**src/rtl/uart_tx_arbiter.sv**
```systemverilog
// Round-robin arbiter that shares one UART transmitter between NUM_REQ requesters.
// It issues a start strobe with a bounded wait for the transmitter, and pulses grant, done and err per transaction.
module uart_tx_arbiter #(
  parameter int NUM_REQ       = 4,
  parameter int START_TIMEOUT = 16
) (
  input  logic                 clock,
  input  logic                 reset_n,
  input  logic [NUM_REQ-1:0]   req,
  input  logic [NUM_REQ*8-1:0] req_data,
  input  logic [NUM_REQ*3-1:0] req_baud,
  output logic [NUM_REQ-1:0]   grant,
  output logic [NUM_REQ-1:0]   done,
  output logic                 err,
  output logic                 busy,
  output logic                 tx_start,
  output logic [7:0]           tx_byte,
  output logic [2:0]           tx_baud,
  input  logic                 tx_active,
  input  logic                 tx_done
);

  localparam int IDX_W = $clog2(NUM_REQ);
  localparam logic [4:0] TMO_LAST = 5'(START_TIMEOUT - 1);
  localparam logic [NUM_REQ-1:0] ONE_HOT0 = {{(NUM_REQ-1){1'b0}}, 1'b1};

  typedef enum logic [2:0] {
    ST_IDLE  = 3'd0,
    ST_ARB   = 3'd1,
    ST_START = 3'd2,
    ST_BUSY  = 3'd3,
    ST_GAP   = 3'd4
  } state_t;

  state_t             state_r;
  state_t             next_state_s;
  logic [IDX_W-1:0]   last_r;
  logic [IDX_W-1:0]   winner_s;
  logic [4:0]         cnt_r;
  logic               tx_done_prev_r;
  logic [NUM_REQ-1:0] grant_r;
  logic [NUM_REQ-1:0] done_r;
  logic               err_r;
  logic               busy_r;
  logic               tx_start_r;
  logic [7:0]         tx_byte_r;
  logic [2:0]         tx_baud_r;
  logic [NUM_REQ-1:0] grant_s;
  logic [NUM_REQ-1:0] done_s;
  logic               err_s;
  logic               load_s;
  logic               cnt_clr_s;
  logic               cnt_inc_s;
  logic [7:0]         sel_byte_s;
  logic [2:0]         sel_baud_s;

  // First requester found scanning upward from the one after the previous winner.
  function automatic logic [IDX_W-1:0] rr_pick(input logic [NUM_REQ-1:0] r,
                                                input logic [IDX_W-1:0]   last);
    logic [IDX_W-1:0] pick;
    logic [IDX_W-1:0] idx;
    logic             found;
    pick  = last;
    found = 1'b0;
    for (int k = 1; k <= NUM_REQ; k++) begin
      idx   = last + IDX_W'(k);
      pick  = (!found && r[idx]) ? idx : pick;
      found = found | r[idx];
    end
    return pick;
  endfunction

  function automatic logic [4:0] sat_inc(input logic [4:0] v);
    return (v == 5'd31) ? 5'd31 : v + 5'd1;
  endfunction

  assign winner_s = rr_pick(req, last_r);

  // Byte and baud of the current round-robin winner.
  always_comb begin
    sel_byte_s = 8'h00;
    sel_baud_s = 3'b000;
    for (int i = 0; i < NUM_REQ; i++) begin
      sel_byte_s = (winner_s == IDX_W'(i)) ? req_data[i*8 +: 8] : sel_byte_s;
      sel_baud_s = (winner_s == IDX_W'(i)) ? req_baud[i*3 +: 3] : sel_baud_s;
    end
  end

  // FSM state register.
  always_ff @(posedge clock) begin
    if (!reset_n) begin
      state_r <= ST_IDLE;
    end else begin
      state_r <= next_state_s;
    end
  end

  // Next-state and per-cycle event decode.
  always_comb begin
    next_state_s = state_r;
    grant_s      = {NUM_REQ{1'b0}};
    done_s       = {NUM_REQ{1'b0}};
    err_s        = 1'b0;
    load_s       = 1'b0;
    cnt_clr_s    = 1'b0;
    cnt_inc_s    = 1'b0;
    case (state_r)
      ST_IDLE: begin
        if (|req) begin
          next_state_s = ST_ARB;
        end else begin
          next_state_s = ST_IDLE;
        end
      end
      ST_ARB: begin
        if (|req) begin
          next_state_s = ST_START;
          grant_s      = ONE_HOT0 << winner_s;
          load_s       = 1'b1;
          cnt_clr_s    = 1'b1;
        end else begin
          next_state_s = ST_IDLE;
        end
      end
      ST_START: begin
        if (tx_active) begin
          next_state_s = ST_BUSY;
        end else if (cnt_r >= TMO_LAST) begin
          next_state_s = ST_IDLE;
          err_s        = 1'b1;
        end else begin
          next_state_s = ST_START;
          cnt_inc_s    = 1'b1;
        end
      end
      ST_BUSY: begin
        if (tx_done && !tx_done_prev_r) begin
          next_state_s = ST_GAP;
          done_s       = ONE_HOT0 << last_r;
        end else begin
          next_state_s = ST_BUSY;
        end
      end
      ST_GAP: begin
        if (!tx_done && !tx_active) begin
          next_state_s = ST_IDLE;
        end else begin
          next_state_s = ST_GAP;
        end
      end
      default: begin
        next_state_s = ST_IDLE;
      end
    endcase
  end

  // Registered outputs, captured transfer parameters and start-wait counter.
  always_ff @(posedge clock) begin
    if (!reset_n) begin
      grant_r        <= {NUM_REQ{1'b0}};
      done_r         <= {NUM_REQ{1'b0}};
      err_r          <= 1'b0;
      busy_r         <= 1'b0;
      tx_start_r     <= 1'b0;
      tx_byte_r      <= 8'h00;
      tx_baud_r      <= 3'b000;
      last_r         <= IDX_W'(NUM_REQ - 1);
      cnt_r          <= 5'd0;
      tx_done_prev_r <= 1'b0;
    end else begin
      grant_r        <= grant_s;
      done_r         <= done_s;
      err_r          <= err_s;
      busy_r         <= (next_state_s != ST_IDLE);
      tx_start_r     <= (next_state_s == ST_START);
      tx_done_prev_r <= tx_done;
      if (load_s) begin
        tx_byte_r <= sel_byte_s;
        tx_baud_r <= sel_baud_s;
        last_r    <= winner_s;
      end
      if (cnt_clr_s) begin
        cnt_r <= 5'd0;
      end else if (cnt_inc_s) begin
        cnt_r <= sat_inc(cnt_r);
      end
    end
  end

  assign grant    = grant_r;
  assign done     = done_r;
  assign err      = err_r;
  assign busy     = busy_r;
  assign tx_start = tx_start_r;
  assign tx_byte  = tx_byte_r;
  assign tx_baud  = tx_baud_r;

endmodule

```
**config.mk**
```make
export PLATFORM = sky130hd
export DESIGN_NAME = uart_tx_arbiter
export DESIGN_NICKNAME = d
export VERILOG_FILES = /design/src/rtl/uart_tx_arbiter.sv
export SDC_FILE = /design/constraint.sdc
export NUM_CORES = 1
export LEC_CHECK = 0
export CORE_ASPECT_RATIO = 1.25
export CORE_UTILIZATION = 41
export CTS_CLUSTER_DIAMETER = 40
export DETAILED_ROUTE_END_ITERATION = 8
export GPL_TIMING_DRIVEN = 0
export PLACE_DENSITY = 0.79
export SLEW_MARGIN = 10
export SYNTH_ARGS = -nofsm -noshare
export SYNTH_HDL_FRONTEND = slang
export SYNTH_SLANG_ARGS = --single-unit
```
**constraint.sdc**
```tcl
create_clock -name clock -period 1.9 [get_ports clock]
set_input_delay 0.285 -clock clock [delete_from_list [all_inputs] [get_ports clock]]
set_output_delay 0.285 -clock clock [all_outputs]
set_load 0.05 [all_outputs]
```
==> impl_metrics.ini, run 1 <==
[timing]
slew_violations = 0
finalClockSkew_ns = 0.00535
setup_viol = 0
finalCritPeriodShare_pct = 94.7
hold_viol_final = 0
layout_min_cycle_time_ns = 1.80
timing.fmax_mhz = 556
rsz0062_at_grt = false
worst_pin_slew_ns = 0.519
slew_headroom_pct = 65.3

[worst_setup_path]
cp_slowest_cell = dfxtp_2
crit_family = compound AO/OA/AOI/OAI gates
path_cells = buf_4 > nand2_1 > a21oi_1 > a211oi_2 > buf_4 > mux2_2 > a211oi_1 > o31ai_1
max_stage_delay_ns = 0.34
crit_top_cell = buf_4
end_kind = flop
crit_fanout = 10
cp.required_ns = 2.08
path_buf_inv = 2
start_kind = flop
crit_arrival_ns = 1.98
crit_type = reg -> reg

[drt]
routedWlPerCell_um = 13.3
firstDrtPassIters = 4
vias_per_cell = 5.19
vias = 1724
drc_errors = 0
drt_iter0_markers = 72
routed_wl_mm = 4.43
antenna_left = 0

[synth]
synth_top_area_cell = dfxtp_1
synth_area_mm2 = 0.00163
avgSynthCellArea_um2 = 8.29
seq_area_frac_synth_pct = 40.6
ys_seq_elements = 33
ys_async_sr_fraction_pct = 0
synth.most_common_cell = dfxtp_1
synth_area_leaders = dfxtp_1 (41%), nand2_1 (6.7%), a21oi_1 (6.5%)
synth_cell_types = 44
synth_edf_count = 0
syn_inst = 196
yosysTopAreaCellShare_pct = 40.6
synth_common_cells = dfxtp_1 (33), nand2_1 (29), a21oi_1 (21), nor2_1 (13), o21ai_0 (8)
ys.flop_type = dfxtp_1
syn-num-nets = 249
ys_warn_count = 0

[clocking]
cts-hold-fix-buffers = 0
clkSinkCount = 33
root_buffer = clkbuf_8
cts.clk_slew.worst_paths_ns = 0.07
tritoncts = built
clkLatencyLatePin_ns = 0.29
ctsHtreeMaxLevel = 2
clock_path_buffers = 2
numCtsBuffers = 5

[placed_design]
port_buffers = 71
dpl.hpwl_mm = 3.28
gp_congestion = 0.845
dpl-instance-area_mm2 = 0.00240

[pwr]
power_density_mw_per_mm2 = 1160
p_leak_nw = 1.03
ir_drop_mv = 0.830

[global_routing]
grt_pass1_wl_mm = 6.98
antenna_found_initial = 0
grt_max_degree = 12
grt_overflow = 0
grt_pass1_vias = 1576
grtUsageTotal_pct = 21.9

[finish]
area_delta_synth_final_pct = 56.6
drive_gt1_share_pct = 12.2
utilization_pct = 67.2
final_nets = 330
fill_cells = 317
finalInstanceArea_mm2 = 0.00254
diodes = 0

[flow_run]
drv_cap = 0

[die]
ios = 74
dieHeight_um = 72.4
die_width_um = 58.3
start_util_pct = 42.9
rows = 25
coreArea_mm2 = 0.00378
die_area_mm2 = 0.00422

[hold_path]
hp-class = in -> reg

[outcome]
status = complete, no violations
per-stage QoR:
step	cells	TNS [ns]	hold WS [ns]	total power [W]	setup slack, ns
floorplan	196	0	0.429	0.00191	0.246
global placement	321	-7.31	0.457	0.00237	-0.486
detailed placement	321	-7.11	0.474	0.00238	-0.487
CTS	330	0	0.465	0.00294	0.0356
global route	332	0	0.485	0.00313	0.0135
finish	332	0	0.468	0.00296	0.100
cells by family after synthesis:
family | Yosys count | share of synthesized area, %
muxes | 6 | 3.85
xor gates and xnor gates | 2 | 1.08
buffers and inverters | 18 | 5.62
AOI/OAI and AO/OA | 59 | 24.9
and+or+nand+nor | 77 | 23.1
adders and majority gates | 1 | 0.770
DFF | 33 | 40.6
layout make-up:
type                            count  area (um2)  area share [%]
Tap cell                           54        67.6            2.65
Timing Repair Buffer               74         734            28.9
Clock buffer                        5        68.8            2.70
Sequential cell                    33         662            26.0
Clock inverter                      3        17.5           0.688
Buffer                             12        71.3            2.80
Multi-Input combinational cell    145         901            35.4
Inverter                            6        22.5           0.885
report_power, final:
group / leakage (nW) / switching [W] / total (W) / internal [W]
clock network: 0.0439 / 0.000263 / 0.000515 / 0.000252
registers: 0.269 / 0.0000763 / 0.000901 / 0.000825
logic: 0.715 / 0.000915 / 0.00154 / 0.000624
total: 1.03 / 0.00125 / 0.00296 / 0.00170
worst paths after layout:
| check | slack, ns | endpoint | depth (start not counted) | from |
|---|---|---|---|---|
| setup / recovery | 0.10 | tx_byte[3]$_SDFFE_PN0P_ | 8 | last_r[1]$_SDFFE_PN1P_ |
| hold / removal | 0.47 | err$_SDFF_PP0_ | 2 | reset_n |
| setup reg to reg | 0.10 | tx_byte[3]$_SDFFE_PN0P_ | 8 | last_r[1]$_SDFFE_PN1P_ |
| hold reg to reg | 0.49 | cnt_r[4]$_SDFFE_PP0P_ | 1 | cnt_r[4]$_SDFFE_PP0P_ |
layer usage:
layer  global-route usage [%]  wire (um)
met1                     26.1       1890
met5                        0          0
met3                     6.24        278
met4                     9.52         90
met2                     36.3       2170
registers in the layout, summed over array words and instances (netlist names):
signal,cells
tx_start,1
grant,4
tx_byte,8
tx_baud,3
err,1
last_r,2
cnt_r,5
tx_done_prev_r,1
state_r,3
done,4
busy,1
timing repair:
item | CTS | global route
buffers inserted | 1 | 1
hold endpoints to repair | 0 | 0
gates cloned | 0 | 1
setup endpoints to repair | 11 | 15
gates resized for setup | 6 | 9
pin swaps | 1 | 2
layout by cell type, fill, tap and decap left out, drive strengths merged, types with 3 or more instances in the layout:
master,count
clkdlybuf4s50,68
dfxtp,33
nand2,29
a21oi,21
nor2,13
buf,11
o21ai,9
clkbuf,9
nand2b,7
a311o,7
nor2b,6
inv,6
nor3,5
and3,5
mux2i,4
and2,4
o211ai,3
nor3b,3
a221oi,3
a32o,3
Note: power is estimated with default switching activity, not from simulation.
==> inputs of run 2 (changes only) <==
--- a/config.mk
+++ b/config.mk
@@ -6,11 +6,11 @@
 export NUM_CORES = 1
 export LEC_CHECK = 0
 export CORE_ASPECT_RATIO = 1.25
-export CORE_UTILIZATION = 41
+export CORE_UTILIZATION = 39
 export CTS_CLUSTER_DIAMETER = 40
 export DETAILED_ROUTE_END_ITERATION = 8
 export GPL_TIMING_DRIVEN = 0
-export PLACE_DENSITY = 0.79
+export PLACE_DENSITY = 0.76
 export SLEW_MARGIN = 10
 export SYNTH_ARGS = -nofsm -noshare
 export SYNTH_HDL_FRONTEND = slang
==> impl_metrics.ini, run 2 (synthesized netlist as in run 1, its figures left out) <==
[die]
start_util_pct = 41.9
die_width_um = 59.7
rows = 25
dieHeight_um = 74.2
coreArea_mm2 = 0.00388
die_area_mm2 = 0.00443
ios = 74

[worst_setup_path]
end_kind = flop
crit_arrival_ns = 1.97
start_kind = input pin
crit_type = in -> reg
cp.required_ns = 2.08
crit_fanout = 10

[pwr]
p_leak_nw = 1.02
ir_drop_mv = 0.642
power_density_mw_per_mm2 = 1210
finalPower_w = 0.00307

[placed_design]
gp_congestion = 0.856
port_buffers = 71
dpl.hpwl_mm = 3.40

[clocking]
numCtsBuffers = 5
clock_path_buffers = 2
clkSinkCount = 33
ctsHtreeMaxLevel = 2
cts.clk_slew.worst_paths_ns = 0.07
cts-hold-fix-buffers = 0
root_buffer = clkbuf_8
tritoncts = built
clkLatencyLatePin_ns = 0.29

[timing]
finalSetupTns_ns = 0
slew_headroom_pct = 64.8
worst_pin_slew_ns = 0.527
slew_violations = 0
rsz0062_at_grt = false
finalClockSkew_ns = 0.00530
finalCritPeriodShare_pct = 94.2
layout_min_cycle_time_ns = 1.79
hold_viol_final = 0
timing.fmax_mhz = 559
setup_viol = 0

[drt]
vias = 1700
drc_errors = 0
dr_wl_met2_mm = 2.19
antenna_left = 0
vias_per_cell = 5.15
routed_wl_mm = 4.44
drt_iter0_markers = 76
m1WireLength_mm = 1.98
firstDrtPassIters = 4
highest-signal-layer = met4
routedWlPerCell_um = 13.5
route.met3.wl_um = 195

[global_routing]
grt_pass1_vias = 1583
antenna_found_initial = 0
grt_pass1_wl_mm = 7.00
grt_overflow = 0
grtUsageTotal_pct = 21.0
grt_max_degree = 13

[finish]
layout_commonest_cell = clkdlybuf4s50_1
utilization_pct = 65.7
final_nets = 328
fill_cells = 367
drive_gt1_share_pct = 10.5
final_cell_mix = clkdlybuf4s50_1 (68), dfxtp_1 (33), nand2_1 (28)
area_delta_synth_final_pct = 56.9
diodes = 0
largest_reg_flops = 8

[flow_run]
drv_cap = 0

[outcome]
status = complete, no violations

[hold_path]
hp-class = in -> reg
==> run 2: cell count changes in the layout (fill, tap and decap cells not counted), sizes merged <==
cell / delta
dlymetal6s2s: -1
clkinv: -1
dlygate4sd2: +1
buf: -2
bufinv: +1
==> run 2: where the power goes <==
group	switching (W)	leakage, nW	internal [W]
clock	0.000278	0.0543	0.000392
sequential	0.0000741	0.269	0.000823
combinational	0.000906	0.697	0.000601
total	0.00126	1.02	0.00182
==> run 2: metrics by stage <==
stage          hold slack [ns]  std cells  area (um2)  setup slack (ns)
2_1_floorplan            0.429        196        1630             0.246
3_5_place_dp             0.471        321        2400            -0.508
4_1_cts                  0.464        330        2540            0.0122
5_1_grt                  0.492        330        2550           0.00236
3_3_place_gp             0.456        321        2400            -0.455
6_report                 0.465        330        2550             0.110
==> run 2: per-layer routing <==
metal  up-vias  track usage [%]
li1        858                -
met1       780             26.2
met2        53             34.2
met3         9             4.52
met4         0             10.1
met5         -                0
==> run 2: final timing paths <==
check	startpoint	to	slack, ns	cells past startpoint
max reg2reg	last_r[0]$_SDFFE_PN1P_	tx_byte[7]$_SDFFE_PN0P_	0.12	8
min reg2reg	cnt_r[4]$_SDFFE_PP0P_	cnt_r[4]$_SDFFE_PP0P_	0.48	1
max	req[3]	tx_byte[7]$_SDFFE_PN0P_	0.11	8
min	reset_n	err$_SDFF_PP0_	0.47	2
==> run 2: final cells by class <==
type / count / area, um2 / area share, %
Buffer: 12 / 71.3 / 2.80
Multi-Input combinational cell: 145 / 895 / 35.1
Tap cell: 54 / 67.6 / 2.65
Clock inverter: 3 / 46.3 / 1.82
Clock buffer: 5 / 68.8 / 2.70
Inverter: 6 / 22.5 / 0.883
Sequential cell: 33 / 661 / 25.9
Timing Repair Buffer: 72 / 718 / 28.2
==> run 2: timing repair <==
item / 4_1_cts / 5_1_grt
gates resized for setup: 6 / 4
setup buffers: 1 / 0
pin swaps: 1 / 1
setup endpoints to repair: 15 / 15
==> run 2: worst max-delay path, cell delays in order <==
cell and delay [ns]:
dlygate4sd2_1 0.38, nand2_1 0.16, a31oi_1 0.21, and2_2 0.24, buf_6 0.17, mux2i_1 0.23, a221oi_2 0.08, a32o_1 0.22
